File: src/rtl/perm_pkg.sv
// Shared widths and types for the 16-lane permutation address blocks.
package perm_pkg;
  localparam int PERM_LANES = 16;
  localparam int PERM_AW    = 4;
  localparam int PERM_TW    = 4;
  localparam int PERM_W     = PERM_LANES*PERM_AW + PERM_TW;

  typedef logic [PERM_AW-1:0] lane_addr_t;
  typedef logic [PERM_W-1:0]  perm_word_t;

  // hit[j][i] = source lane i targets destination j
  typedef logic [PERM_LANES-1:0][PERM_LANES-1:0] hit_mat_t;

  typedef struct packed {
    logic [PERM_TW-1:0] tag;
    hit_mat_t           hit;
  } s1_ent_t;
endpackage

File: src/rtl/perm_inv_core.sv
// Combinational inverse: one-hot hit matrix -> per-destination source lane.
// Error output exists only when PERM_ADDR_INV_CHECK_EN is defined.
module perm_inv_core
  import perm_pkg::*;
(
  input  hit_mat_t                             hit,
  output logic [PERM_LANES-1:0][PERM_AW-1:0]   dst
`ifdef PERM_ADDR_INV_CHECK_EN
  ,
  output logic                                 err
`endif
);

  genvar j;
  generate
    for (j = 0; j < PERM_LANES; j++) begin : g_dst
      lane_addr_t sel;
      // Scan high to low so the lowest hitting lane wins; no hit keeps identity.
      always_comb begin
        sel = lane_addr_t'(j);
        for (int i = PERM_LANES-1; i >= 0; i--)
          if (hit[j][i]) sel = lane_addr_t'(i);
      end
      assign dst[j] = sel;
    end
  endgenerate

`ifdef PERM_ADDR_INV_CHECK_EN
  // A bijection hits every destination exactly once.
  always_comb begin
    err = 1'b0;
    for (int k = 0; k < PERM_LANES; k++)
      if (!$onehot(hit[k])) err = 1'b1;
  end
`endif

endmodule

File: src/rtl/perm_addr_inv.sv
// 2-stage valid/ready inverse address encoder (src[] -> dst[]).
// PERM_ADDR_INV_CHECK_EN enables the bijection check, m_err and err_cnt.
module perm_addr_inv
  import perm_pkg::*;
(
  input  logic              clk,
  input  logic              reset,
  input  logic [PERM_W-1:0] s_dat,
  input  logic              s_valid,
  output logic              s_ready,
  output logic [PERM_W-1:0] m_dat,
  output logic              m_valid,
  input  logic              m_ready,
  output logic              m_err,
  output logic [15:0]       err_cnt
);

  localparam int STAGES = 2;

  logic [STAGES:1] vld_pipe_q, vld_pipe_d;
  s1_ent_t         s1_q, s1_d;
  perm_word_t      m_dat_q, m_dat_d;
  logic            s1_adv, s2_adv;
  logic [PERM_LANES-1:0][PERM_AW-1:0] dst;

  always_comb begin
    s2_adv     = !vld_pipe_q[2] || m_ready;
    s1_adv     = !vld_pipe_q[1] || s2_adv;
    vld_pipe_d = vld_pipe_q;
    if (s2_adv) vld_pipe_d[2] = vld_pipe_q[1];
    if (s1_adv) vld_pipe_d[1] = s_valid;

    s1_d = s1_q;
    if (s1_adv && s_valid) begin
      s1_d.tag = s_dat[PERM_W-1 -: PERM_TW];
      for (int jj = 0; jj < PERM_LANES; jj++)
        for (int i = 0; i < PERM_LANES; i++)
          s1_d.hit[jj][i] = (s_dat[PERM_AW*i +: PERM_AW] == lane_addr_t'(jj));
    end

    m_dat_d = m_dat_q;
    if (s2_adv && vld_pipe_q[1]) m_dat_d = {s1_q.tag, dst};
  end

  always_ff @(posedge clk or posedge reset) begin
    if (reset) begin
      vld_pipe_q <= '0;
      s1_q       <= '0;
      m_dat_q    <= '0;
    end else begin
      vld_pipe_q <= vld_pipe_d;
      s1_q       <= s1_d;
      m_dat_q    <= m_dat_d;
    end
  end

  assign s_ready = s1_adv;
  assign m_valid = vld_pipe_q[2];
  assign m_dat   = m_dat_q;

`ifdef PERM_ADDR_INV_CHECK_EN
  logic        core_err;
  logic        m_err_q, m_err_d;
  logic [15:0] err_cnt_q, err_cnt_d;

  perm_inv_core u_core (
    .hit (s1_q.hit),
    .dst (dst),
    .err (core_err)
  );

  always_comb begin
    m_err_d = m_err_q;
    if (s2_adv && vld_pipe_q[1]) m_err_d = core_err;
    err_cnt_d = err_cnt_q;
    if (m_valid && m_ready && m_err_q && (err_cnt_q != 16'hFFFF))
      err_cnt_d = err_cnt_q + 16'd1;
  end

  always_ff @(posedge clk or posedge reset) begin
    if (reset) begin
      m_err_q   <= 1'b0;
      err_cnt_q <= '0;
    end else begin
      m_err_q   <= m_err_d;
      err_cnt_q <= err_cnt_d;
    end
  end

  assign m_err   = m_err_q;
  assign err_cnt = err_cnt_q;
`else
  perm_inv_core u_core (
    .hit (s1_q.hit),
    .dst (dst)
  );

  assign m_err   = 1'b0;
  assign err_cnt = '0;
`endif

endmodule

File: config.mk
export PLATFORM = sky130hd
export DESIGN_NAME = perm_addr_inv
export DESIGN_NICKNAME = d
export VERILOG_FILES = /design/src/rtl/perm_pkg.sv /design/src/rtl/perm_inv_core.sv /design/src/rtl/perm_addr_inv.sv
export SDC_FILE = /design/constraint.sdc
export NUM_CORES = 1
export LEC_CHECK = 0
export ABC_AREA = 1
export CORE_UTILIZATION = 30
export DETAILED_ROUTE_END_ITERATION = 12
export GPL_ROUTABILITY_DRIVEN = 1
export GPL_TIMING_DRIVEN = 0
export PLACE_DENSITY_LB_ADDON = 0.15
export SLEW_MARGIN = 20
export SYNTH_ARGS = -nofsm -noshare
export SYNTH_HDL_FRONTEND = slang
export SYNTH_SLANG_ARGS = --single-unit
File: constraint.sdc
create_clock -name clk -period 15.2 [get_ports clk]
set_input_delay 3.04 -clock clk [delete_from_list [all_inputs] [get_ports clk]]
set_output_delay 3.04 -clock clk [all_outputs]
set_load 0.02 [all_outputs]
==> results by group, run 1 <==
GRT
  • Met1 usage: about 34%
  • GR Util met2: between 30% and 40%
  • GRT overflow: 0
  • Vias in the first global route: roughly 14000
  • First-pass GRT wire length: between 90000 and 100000 µm
  • Largest net degree at the start of global routing: 97
  • GRT Max-Usage Layer: met2
  • M3 GR Usage: 6.10%
  • Overall routing resource usage: approximately a quarter
  • Initial antenna violation count: 0

Power
  • Worst VDD drop: around 73 µV
  • Part of the power in registers: a little under two fifths
  • Part of the power in combinational logic: around 25%
  • Psw: approximately 0.89 mW
  • Cell-internal power: 1.82 mW
  • Pwr Density: between 100 and 150 nW/µm²
  • Sw frac: 32.9%
  • LEAKAGE: 9.57 nW
  • Clock power frac: 36.3%

Synthesis
  • Synth Instances: just under 2000
  • Leading post-synthesis cells by cell area: dfrtp_1, nand2_1, nand3_1
  • Yosys cell types: 34
  • Syn Std Cell Area: 15900 µm²
  • Ys Warns: 0
  • Top-area cell type share of the netlist area: about 52%
  • Avg Synthesized Cell Area: between 8 and 9 µm²
  • Yosys top cell by area: dfrtp_1
  • Post-synthesis sequential area ratio: roughly 52%
  • Synth Register Bits: approximately 330

Placed design
  • RePlAce Congestion: 0.970
  • Dpl cells: approximately 2800
  • DP Area: 18300 µm²
  • Detailed placement HPWL: 51300 µm
  • IO Port Bufs: 141

CTS
  • CTS Buf Count: 40
  • Clock tree buffer depth: 3
  • Clock Latency Late Sink: just under 600 ps
  • Worst-path clk slew: 60 ps
  • Sinks on Clock Net: between 300 and 400
  • Hold_buf cts: 0
  • CTS resizes: 0
  • Root buf cell: clkbuf_16
  • CTS tree: built
  • Htree depth: 2
  • Setup Buffers After CTS: 0

Cells and area
  • Area delta synth->final: 23.6%
  • Post-layout nets: approximately 2300
  • Fill cell count: 5395
  • Layout cells sized above 1: between 7 and 8%
  • Layout Cells excl Fill: between 2000 and 3000
  • Fin area: between 15000 and 20000 µm²

STA
  • Fmax: 137 MHz
  • RSZ-0062 raised after global routing: no
  • Worst clock skew: about 26 ps
  • Sum Neg Setup Slack: 0 ps
  • Final Critical Period: ~7300 ps
  • Final setup viols: 0
  • Fin crit share: approximately half
  • Max_slew headroom: between 15 and 20%
  • Final hold vios: 0
  • Max-slew violations: 0
  • Actual slew at the worst max-slew pin: between 1000 and 1500 ps

Worst setup path
  • Setup slack, reg-to-reg: approximately 13000 ps
  • Worst path buffer plus inverter count: 3
  • Crit Path Category: in -> out
  • Worst EP required: 12160 ps
  • Reg-to-reg endpoint: m_dat[43]$_DFFE_PP0P_
  • Crit path cell chain: clkdlybuf4s50_1 -> inv_1 -> nand3_2 -> clkdlybuf4s50_1
  • Worst Setup End Kind: output pin
  • Critical Path Sink: s_ready
  • Critical path depth: 4
  • Setup crit start kind: input pin
  • Reg-to-reg startpoint: vld_pipe_q[2]$_DFFE_PP0P_
  • Worst reg2reg path depth: 6
  • WP data arrival: roughly 4300 ps
  • Slowest CP cell: clkdlybuf4s50_1
  • CP most frequent cell: clkdlybuf4s50_1
  • Critical Path Fanout Max: 3
  • CP delay by family, top: buffers and inverters
  • Critical Path Source: m_ready
  • Max incr delay on CP: around 600 ps

Floorplan
  • Starting density of the core: a little under a third
  • Ports: approximately 160
  • Die X: 232 µm
  • Core area: about 52000 µm²
  • DIE AREA: between 50000 and 60000 µm²
  • Die Y: 232 µm
  • Floorplan row count: 84

Routing
  • Drt pass-1 iters: 7
  • Via count: 14600
  • Final ANT Viol Nets: 0
  • WL per Instance: between 20 and 25 µm
  • Vias per cell: roughly 5
  • Iter 0 DRT Violations: ~1700
  • # DRC: 0
  • Detailed Route WL: slightly below 70000 µm

Min path
  • Hold WC Path Type: reg -> reg

Run
  • Max-cap viol count: 0

Outcome
  • Outcome: finished clean
==> cell families after synthesis <==
kind of cell | after synthesis | synth area share [%]
AND/OR/NAND/NOR | 881 | 24.2
buffers and inverters | 413 | 11.9
AO/OA/AOI/OAI | 356 | 12.0
flip-flops | 329 | 51.7
multiplexers | 1 | 0.0708
other | 1 | 0.0236
==> power groups by stage <==
stage               sequential [mW]  clock [mW]  combinational, mW
floorplan                      1.12           0              0.287
global placement               1.05           0              0.685
detailed placement             1.05           0              0.687
CTS                            1.04        1.00              0.691
global route                   1.05        1.03              0.744
finish                         1.04       0.983              0.688
==> worst min-delay path, stage by stage, from the launching register on <==
cell and delay, ps:
dfrtp_1 340, nand2_1 50, nand2_1 50
==> layout by cell type (no fill, tap or decap), drive strengths merged, types with 2 or more instances in the layout <==
cell	n
a21oi	8
a22o	12
a311oi	2
a31oi	10
a32o	4
a41oi	4
buf	78
bufinv	3
clkbuf	65
clkdlybuf4s50	141
clkinv	8
conb	17
dfrtp	329
diode	2
inv	333
nand2	423
nand3	279
nand4	10
nor2	137
nor3	10
nor4	21
o211ai	6
o21ai	304
o311ai	2
o31ai	4
==> worst min-delay path by stage <==
stage	depth (start not counted)	to	slack [ps]	startpoint
after floorplan	2	s1_q[259]$_DFFE_PP0P_	440	s1_q[259]$_DFFE_PP0P_
after global placement	2	m_dat[36]$_DFFE_PP0P_	470	m_dat[36]$_DFFE_PP0P_
after detailed placement	2	m_dat[44]$_DFFE_PP0P_	470	m_dat[44]$_DFFE_PP0P_
after CTS	2	m_dat[44]$_DFFE_PP0P_	490	m_dat[44]$_DFFE_PP0P_
after global routing	2	m_dat[24]$_DFFE_PP0P_	500	m_dat[24]$_DFFE_PP0P_
final	2	m_dat[44]$_DFFE_PP0P_	480	m_dat[44]$_DFFE_PP0P_
==> state kept, by name (all words and copies together) (netlist names) <==
name	cells
m_dat	68
s1_q	259
vld_pipe_q	2
==> cells in the mapped netlist (all sizes together) <==
library cell	instances
nand4	10
o311ai	2
nand3	279
a41oi	4
nor2	137
inv	331
o211ai	6
nand2	423
and2	1
dfrtp	329
mux2	1
clkbuf	7
a31oi	10
nor4	21
nor3	10
a32o	4
o21ai	304
a311oi	2
buf	75
o31ai	4
a21oi	8
a22o	12
conb	1
==> per-stage QoR <==
stage          utilization (%)  hold WS, ps  setup WS (ps)  power (mW)
3_3_place_gp              34.8          467          -1760        1.74
2_1_floorplan                -          445           3050        1.41
5_1_grt                   37.5          505           7870        2.82
4_1_cts                   37.5          485           7900        2.73
3_5_place_dp              35.0          469           7900        1.74
6_report                  37.5          477           7900        2.71
==> layout make-up <==
cell class,instances,area (µm²),share of cell area [%]
Sequential cell,329,8230,41.9
Multi-Input combinational cell,1255,5850,29.7
Timing Repair Buffer,144,1490,7.60
Inverter,331,1250,6.37
Clock buffer,58,1160,5.90
Tap cell,688,861,4.38
Buffer,82,654,3.33
Clock inverter,14,155,0.789
Antenna cell,2,5.00,0.0255
==> metal layers <==
layer,vias up,routed length [µm]
li1,6786,-
met1,7136,30100
met2,588,29600
met3,126,5330
met4,2,2980
met5,-,82
Note: power is estimated with default switching activity, not from simulation.
==> run 2, diff against run 1 <==
clock period = 6.7 ns   (was 15.2 ns; I/O delays follow)
==> results by group, run 2 (synthesis results as in run 1) <==
Outcome
  • Outcome: finished clean

CTS
  • CTS tree: built
  • Setup Buffers After CTS: 0 (unchanged)
  • CTS Buf Count: 40 (unchanged)
  • Clock tree buffer depth: 3 (unchanged)
  • Hold_buf cts: 0 (unchanged)
  • Worst-path clk slew: 60 ps (about the same)
  • Htree depth: 2 (unchanged)
  • Clock Latency Late Sink: 590 ps (about the same)
  • CTS resizes: 0 (unchanged)
  • Root buf cell: clkbuf_16
  • Sinks on Clock Net: 329 (unchanged)

STA
  • Fin crit share: between 50% and 60%
  • Final setup viols: 0 (unchanged)
  • Final hold vios: 0 (unchanged)
  • Max_slew headroom: 18.0% (+2.0 points)
  • Actual slew at the worst max-slew pin: 1230 ps (-30.4 ps)
  • Max-slew violations: 0 (unchanged)
  • Fmax: between 200 and 300 MHz
  • Worst clock skew: 27.0 ps (+1.31 ps)
  • RSZ-0062 raised after global routing: no
  • Final Critical Period: 3890 ps

Cells and area
  • Top reg by flops: s1_q
  • Layout cells sized above 1: 8.09% (+0.55 points)
  • Most common cell after layout, fill and taps aside: nand2_1
  • Most frequent cells in the layout: nand2_1, dfrtp_1, inv_1
  • Layout Cells excl Fill: 2913 (+0.34%)
  • Area delta synth->final: 24.7%
  • Post-layout nets: 2264 (+0.40%)
  • Max reg flops: 259 (unchanged)
  • Fin util: 37.8% (+0.35 points)

GRT
  • Vias in the first global route: 14400 (+2.0%)
  • Overall routing resource usage: 25.4% (+0.069 points)
  • GRT overflow: 0 (unchanged)
  • First-pass GRT wire length: 96600 µm (+0.39%)
  • Largest net degree at the start of global routing: 32 (-67%)
  • Initial antenna violation count: 0 (unchanged)

Power
  • Part of the power in combinational logic: 25.5% (about the same)
  • Worst VDD drop: 163 µV (+120%)
  • Sw frac: 32.8% (-0.13 points)
  • Psw: 2.01 mW (+130%)
  • Pwr Density: 310 nW/µm² (+120%)
  • Part of the power in registers: 38.3% (about the same)
  • Final Power: 6.14 mW (+130%)
  • Cell-internal power: 4.13 mW (+130%)
  • Clock power frac: 36.2% (about the same)
  • LEAKAGE: 9.66 nW (+0.92%)

Floorplan
  • Core area: 52400 µm² (unchanged)
  • Ports: 159 (unchanged)
  • Floorplan row count: 84 (unchanged)
  • Die Y: 232 µm (unchanged)
  • DIE AREA: 54000 µm² (unchanged)
  • Die X: 232 µm (unchanged)
  • Starting density of the core: 30.3% (unchanged)

Routing
  • Detailed Route WL: 67600 µm (-0.72%)
  • # DRC: 0 (unchanged)
  • Final ANT Viol Nets: 0 (unchanged)
  • Drt pass-1 iters: 6 (-1)
  • Via count: 14600 (-0.29%)
  • Vias per cell: 5.01 (-0.63%)
  • Iter 0 DRT Violations: 1541 (-7.6%)
  • WL per Instance: 23.2 µm (-1.1%)

Run
  • Max-cap viol count: 0 (unchanged)

Worst setup path
  • Crit Path Category: in -> out
  • WP data arrival: 2550 ps (-1710 ps)
  • Worst EP required: 5360 ps (-6800 ps)
  • Worst reg2reg path depth: 6 (unchanged)
  • Worst Setup End Kind: output pin
  • Critical Path Fanout Max: 3 (unchanged)
  • Setup crit start kind: input pin

Placed design
  • IO Port Bufs: 141 (unchanged)
  • Dpl cells: 2838 (+0.32%)
  • Detailed placement HPWL: 52100 µm (+1.5%)
  • RePlAce Congestion: 1.04 (+7.1%)

Min path
  • Hold WC Path Type: reg -> reg
  • Hold depth: 2 (unchanged)
[run 2: cell count changes in the layout (fill, tap and decap cells not counted), sizes merged]
cell / change
clkbuf: +5
clkinvlp: +1
clkinv: -1
buf: +9
diode: -1
inv: -1
bufinv: -2
[run 2: critical path, cell delays in order]
cell	delay (ps)
clkdlybuf4s50_1	450
inv_1	50
nand3_2	90
clkdlybuf4s50_1	610
[run 2: per-layer routing]
| metal | vias up | global-route usage (%) | part of all wire (%) | wire, µm |
|---|---|---|---|---|
| li1 | 6808 | - | - | - |
| met1 | 7107 | 33.8 | 43 | 29300 |
| met2 | 561 | 38.9 | 44 | 29700 |
| met3 | 120 | 7.38 | 9.1 | 6160 |
| met4 | 0 | 8.96 | 3.5 | 2380 |
| met5 | - | 0 | 0 | 0 |
[run 2: layout make-up]
| class | count | area, µm² |
|---|---|---|
| sequential | 329 | 8230 |
| clock buffer | 63 | 1250 |
| timing repair buffer | 153 | 1660 |
| antenna | 1 | 2.50 |
| buffer | 82 | 654 |
| inverter | 331 | 1250 |
| tap | 688 | 861 |
| multi-input combinational | 1255 | 5850 |
| clock inverter | 11 | 90.1 |
| fill | 5369 | 32600 |
[run 2: per-stage QoR]
| step | instance area (µm²) | hold slack [ps] | TNS [ps] | setup WS (ps) |
|---|---|---|---|---|
| floorplan | 16000 | 445 | 0 | 967 |
| global placement | 18200 | 464 | -550790 | -1720 |
| detailed placement | 18500 | 466 | 0 | 2810 |
| CTS | 19800 | 482 | 0 | 2800 |
| global route | 19800 | 502 | 0 | 2780 |
| finish | 19800 | 479 | 0 | 2810 |
[run 2: power by group through the flow]
stage                     Clock (mW)  Sequential [mW]  Combinational [mW]
after floorplan                    0             2.55               0.652
after global placement             0             2.39                1.55
after detailed placement           0             2.39                1.57
after CTS                       2.26             2.35                1.58
after global routing            2.34             2.38                1.70
final                           2.22             2.35                1.57
[run 2: final timing paths]
| kind | startpoint | endpoint | slack [ps] |
|---|---|---|---|
| max | m_ready | s_ready | 2810 |
| min | m_dat[56]$_DFFE_PP0P_ | m_dat[56]$_DFFE_PP0P_ | 480 |
| max reg2reg | vld_pipe_q[2]$_DFFE_PP0P_ | m_dat[43]$_DFFE_PP0P_ | 4840 |
| min reg2reg | m_dat[56]$_DFFE_PP0P_ | m_dat[56]$_DFFE_PP0P_ | 480 |
| max in group asynchronous | reset | m_dat[28]$_DFFE_PP0P_ | 4390 |
| min in group asynchronous | reset | m_dat[12]$_DFFE_PP0P_ | 1150 |
